File: config.mk
export PLATFORM = sky130hd
export DESIGN_NAME = spi_master_lbus
export DESIGN_NICKNAME = d
export VERILOG_FILES = /design/src/rtl/spi_master_lbus.sv
export SDC_FILE = /design/constraint.sdc
export NUM_CORES = 1
export LEC_CHECK = 0
export ABC_AREA = 1
export BUFFER_PORTS_ARGS = -buffer_cell sky130_fd_sc_hd__buf_2
export CORE_ASPECT_RATIO = 0.5
export CORE_MARGIN = 10
export CORE_UTILIZATION = 50
export DETAILED_ROUTE_END_ITERATION = 8
export PLACE_DENSITY = 0.81
export SETUP_SLACK_MARGIN = 0.15
export SLEW_MARGIN = 40
export SYNTH_ARGS = -nofsm -noshare
export SYNTH_HDL_FRONTEND = slang
export SYNTH_SLANG_ARGS = --single-unit
export TNS_END_PERCENT = 100
File: constraint.sdc
create_clock -name clk -period 1.7 [get_ports clk]
set_input_delay 0.255 -clock clk [delete_from_list [all_inputs] [get_ports clk]]
set_output_delay 0.255 -clock clk [all_outputs]
set_load 0.01 [all_outputs]
File: src/rtl/spi_master_lbus.sv
// rtl/spi_master_lbus.sv - SPI master for local-bus bursts over the bridge (option: SPI_MASTER_LBUS_LATE_SAMPLE_EN)
module spi_master_lbus #(
    parameter int CLK_DIV = 4
) (
    input  logic        clk,
    input  logic        reset_n,
    input  logic        start,
    input  logic        rw,
    input  logic [15:0] addr,
    input  logic [7:0]  num_bytes,
    input  logic [7:0]  wdata,
    output logic        wdata_ack,
    output logic [7:0]  rdata,
    output logic        rdata_valid,
    output logic        busy,
    output logic        done,
    output logic        sclk,
    output logic        mosi,
    input  logic        miso,
    output logic        reset_spi
);
    typedef enum logic [2:0] {IDLE, SETUP, SHIFT, TRAIL, HOLD, RELEASE} state_t;
    state_t state, state_nxt;

    localparam logic [8:0] HALF_LAST = 9'(CLK_DIV - 1);
    localparam logic [8:0] REL_LAST  = 9'(2 * CLK_DIV - 1);

    logic [8:0]  div_cnt;
    logic [4:0]  bit_cnt;
    logic [8:0]  bytes_left;
    logic        in_data;
    logic        rw_q;
    logic [7:0]  wdata_q;
    logic [23:0] sh;
    logic [6:0]  rx_sh;
    logic        half_end, seg_end, frame_end, sample;

    assign half_end  = (state == RELEASE) ? (div_cnt == REL_LAST) : (div_cnt == HALF_LAST);
    assign seg_end   = (bit_cnt == (in_data ? 5'd7 : 5'd23));
    // bit_cnt steps past 7 only on the fall of the final data bit
    assign frame_end = in_data && (bit_cnt == 5'd8);
    assign mosi      = sh[23];

`ifdef SPI_MASTER_LBUS_LATE_SAMPLE_EN
    assign sample = (state == SHIFT) && half_end && sclk && in_data && rw_q;
`else
    assign sample = (state == SHIFT) && half_end && !sclk && !frame_end && in_data && rw_q;
`endif

    always_comb begin
        state_nxt = state;
        case (state)
            IDLE:    if (start) state_nxt = SETUP;
            SETUP:   if (half_end) state_nxt = SHIFT;
            SHIFT:   if (half_end && !sclk && frame_end) state_nxt = rw_q ? HOLD : TRAIL;
            TRAIL:   if (half_end && !sclk) state_nxt = HOLD;
            HOLD:    if (half_end) state_nxt = RELEASE;
            RELEASE: if (half_end) state_nxt = IDLE;
            default: state_nxt = IDLE;
        endcase
    end

    always_ff @(posedge clk) begin
        if (!reset_n) begin
            state       <= IDLE;
            div_cnt     <= 9'd0;
            bit_cnt     <= 5'd0;
            bytes_left  <= 9'd0;
            in_data     <= 1'b0;
            rw_q        <= 1'b0;
            wdata_q     <= 8'h00;
            sh          <= 24'h0;
            rx_sh       <= 7'h0;
            rdata       <= 8'h00;
            rdata_valid <= 1'b0;
            wdata_ack   <= 1'b0;
            busy        <= 1'b0;
            done        <= 1'b0;
            sclk        <= 1'b0;
            reset_spi   <= 1'b1;
        end else begin
            state       <= state_nxt;
            done        <= 1'b0;
            wdata_ack   <= 1'b0;
            rdata_valid <= 1'b0;
            div_cnt     <= (state != IDLE && !half_end) ? div_cnt + 9'd1 : 9'd0;
            if (wdata_ack) wdata_q <= wdata;
            if (sample) begin
                rx_sh <= {rx_sh[5:0], miso};
                if (bit_cnt == 5'd7) begin
                    rdata       <= {rx_sh, miso};
                    rdata_valid <= 1'b1;
                end
            end
            case (state)
                IDLE: if (start) begin
                    rw_q       <= rw;
                    wdata_q    <= wdata;
                    bytes_left <= (num_bytes == 8'd0) ? 9'd256 : {1'b0, num_bytes};
                    sh         <= {(rw ? 8'h02 : 8'h01), addr};
                    bit_cnt    <= 5'd0;
                    in_data    <= 1'b0;
                    busy       <= 1'b1;
                    reset_spi  <= 1'b0;
                end
                SETUP: if (half_end) sclk <= 1'b1;
                SHIFT: if (half_end) begin
                    if (sclk) begin
                        sclk <= 1'b0;
                        if (seg_end && bytes_left != 9'd0) begin
                            sh         <= {(rw_q ? 8'h00 : wdata_q), 16'h0000};
                            bytes_left <= bytes_left - 9'd1;
                            bit_cnt    <= 5'd0;
                            in_data    <= 1'b1;
                            wdata_ack  <= !rw_q && (bytes_left != 9'd1);
                        end else begin
                            sh      <= {sh[22:0], 1'b0};
                            bit_cnt <= bit_cnt + 5'd1;
                        end
                    end else if (!frame_end || !rw_q) begin
                        // a write leaves SHIFT with the rising edge of the trailing pulse
                        sclk <= 1'b1;
                    end
                end
                TRAIL:   if (half_end && sclk) sclk <= 1'b0;
                HOLD:    if (half_end) reset_spi <= 1'b1;
                RELEASE: if (half_end) begin
                    done <= 1'b1;
                    busy <= 1'b0;
                end
                default: ;
            endcase
        end
    end
endmodule

==> run metrics <==
status=finished, violations left; failing checks=negative setup slack; total negative slack=-0.747 ns; unrepaired setup endpoints after global routing=yes; maximum vdd drop=929 uV; FF-to-FF setup slack=-0.1 ns; Setup Skew=0.00626 ns; CP max FO=5; crit end category=register; Async S/R FF share, synth=0; initial core utilization=0.527; placed cell area=4430 um2; WL final=between 10000 and 15000 um; final worst setup slack=-0.0999 ns; wire per inst=16.2 um; Final min period=1.80 ns; gr usage total=0.166; Sink Count=81; Cell Chain, Critical Path=inv_1, nand4_1, nand4_4, o21bai_4, buf_12, nand2_4, nor2_2, nor2_1; # port buffers=51; Syn Area/Cell=6.83 um2; Pleak=2.32 nW; Iteration-0 DRC Markers=~490; # diodes=0; IO Pins=between 50 and 60; Hold Fails Final Rpt=0; library cells used by synthesis=32; total chip power=approximately 0.0086 W; Max Freq=556 MHz; grt total ovfl=0; sequential-to-total area share from yosys stat=0.410; Final Setup Violations=19; initial antenna violation count=0; final period utilization=1.06; clk buf depth=2; max-cap viol count=0; Reg clk slew, reported paths=0.06 ns; synth-to-layout area growth=37.5%; Inserted Clock Buffers=9; hold crit path type=in2reg; FF+latch count, synth=81; number of global-route vias before repair=between 3000 and 4000; Cell Area, Synth=3960 um2; Yosys warnings=0; pin count of the biggest net entering global routing=30; Final ANT Viol Nets=0; CTS tree=done; Slew Limit Fails=0; worst slew pin tran=0.545 ns; Synth Flop Type=dfxtp_1; crit path DAT=2.03 ns; number of synthesized flops with an enable pin=0; Critical Path Max Stage Delay=around 0.42 ns; layout cells sized above 1=0.318; Post-Synthesis Cells=580; fin nets=around 700; clk_lat worst skew=0.34 ns; CP Launch Type=register; Die Width=146 um; via count=4357; Core Region=7510 um2; CP max-delay cell=dfxtp_1; CP required=1.93 ns; H-tree depth=3; die area=12100 um2; routability cong.=0.907; Die H=82.9 um; first-pass GRT wire length=17200 um; number of remaining DRC errors=0; Root Buffer=clkbuf_16; Via density=about 5.5; # rows=22; slew margin rel.=0.633; WS Path Type=reg2reg; drt first pass iters=5; Hold-fix buffers, CTS=0; Mapped Nets=around 620; Final Instance Area=5440 um2; Pwr Density=1590 nW/um2; detailed-placement wirelength estimate=6800 um
## per-layer routing
| metal | vias to the layer above | GRT usage | share of wire |
|---|---|---|---|
| li1 | 2078 | - | - |
| met1 | 1985 | 0.197 | 0.40 |
| met2 | 234 | 0.269 | 0.47 |
| met3 | 60 | 0.0660 | 0.096 |
| met4 | 0 | 0.0525 | 0.038 |
| met5 | - | 0 | 0 |
## what timing repair did
action | 4_1_cts | 5_1_grt
pin swaps | 16 | 23
buffers inserted | 10 | 13
setup endpoints to repair | 71 | 79
gates resized for setup | 57 | 72
gates cloned | 2 | 6
## cells in the mapped netlist (all sizes together) (6+ instances only)
master | instances | area (um2)
dfxtp | 81 | 1620
o21ai | 39 | 199
nand3 | 49 | 260
nand2 | 153 | 594
a21oi | 53 | 265
inv | 47 | 176
nor2 | 89 | 352
nor3 | 10 | 50.1
o211ai | 6 | 45.0
clkbuf | 7 | 26.3
buf | 17 | 118
## through the flow
stage                     hold slack, ns   util  setup WS [ns]  std cells
final                              0.140  0.724        -0.0999        790
after global routing               0.150  0.724         -0.120        790
after CTS                          0.134  0.668          0.124        771
after detailed placement           0.438  0.590        -0.0790        743
after global placement             0.435  0.590        -0.0335        743
after floorplan                    0.390      -          0.155        580
## power by group
group          internal [W]  total, W  switching, W  leakage [nW]
sequential          0.00223   0.00251      0.000286         0.666
combinational       0.00176   0.00432       0.00257          1.52
clock               0.00102   0.00179      0.000770         0.135
total               0.00501   0.00863       0.00362          2.32
## critical path: cells and delay by family, from the launching register on
kind                   cells  cell delay (ns)
DFF                        1             0.42
buffers and inverters      2             0.24
AOI/OAI and AO/OA          1             0.36
and+or+nand+nor            5             0.67
## placed cells by master (no fill, tap or decap), drive strengths merged
| master | Yosys | layout |
|---|---|---|
| nor4 | 3 | 3 |
| xor2 | 3 | 3 |
| ha | 5 | 5 |
| nor3b | 4 | 4 |
| o211ai | 6 | 6 |
| dfxtp | 81 | 81 |
| o21bai | 1 | 1 |
| nand4 | 5 | 5 |
| clkinvlp | 0 | 3 |
| inv | 47 | 46 |
| or2 | 3 | 3 |
| nand2 | 153 | 154 |
| xnor2 | 1 | 1 |
| clkbuf | 7 | 13 |
| nand3b | 1 | 1 |
| nor3 | 10 | 10 |
| a21oi | 53 | 53 |
| o21ai | 39 | 39 |
| nor2 | 89 | 89 |
| nand3 | 49 | 49 |
| buf | 17 | 105 |
| clkinv | 3 | 8 |
## final timing paths
path                                 start         end  depth (start not counted)
worst max-delay path            div_cnt[2]      sh[16]                          8
worst max register to register  div_cnt[2]      sh[16]                          8
worst min register to register    rx_sh[6]    rx_sh[6]                          2
worst min-delay path              wdata[5]  wdata_q[5]                          3
## logic make-up after synthesis
group | Yosys count | synth area share
and+or+nand+nor | 317 | 0.348
adders and majority gates | 5 | 0.0158
AOI/OAI and AO/OA | 99 | 0.133
xor gates and xnor gates | 4 | 0.00885
buffers and inverters | 74 | 0.0844
DFF | 81 | 0.410
## final cells by class
class                   count  area [um2]
fillers                   540        2070
repair inverters            2        16.3
multi-input cells         426        2360
flip-flops and latches     81        1640
well taps                 108         135
repair buffers            107         796
clock inverters             5        31.3
inverters                  50         215
clock buffers              11         243
## flip-flops by register name, indices dropped and copies added, names as in the netlist, 3 cells and up
name / flops
sh: 24
wdata_q: 8
rx_sh: 7
div_cnt: 9
state: 3
bit_cnt: 5
bytes_left: 9
rdata: 8
(Power assumes the default switching activity.)
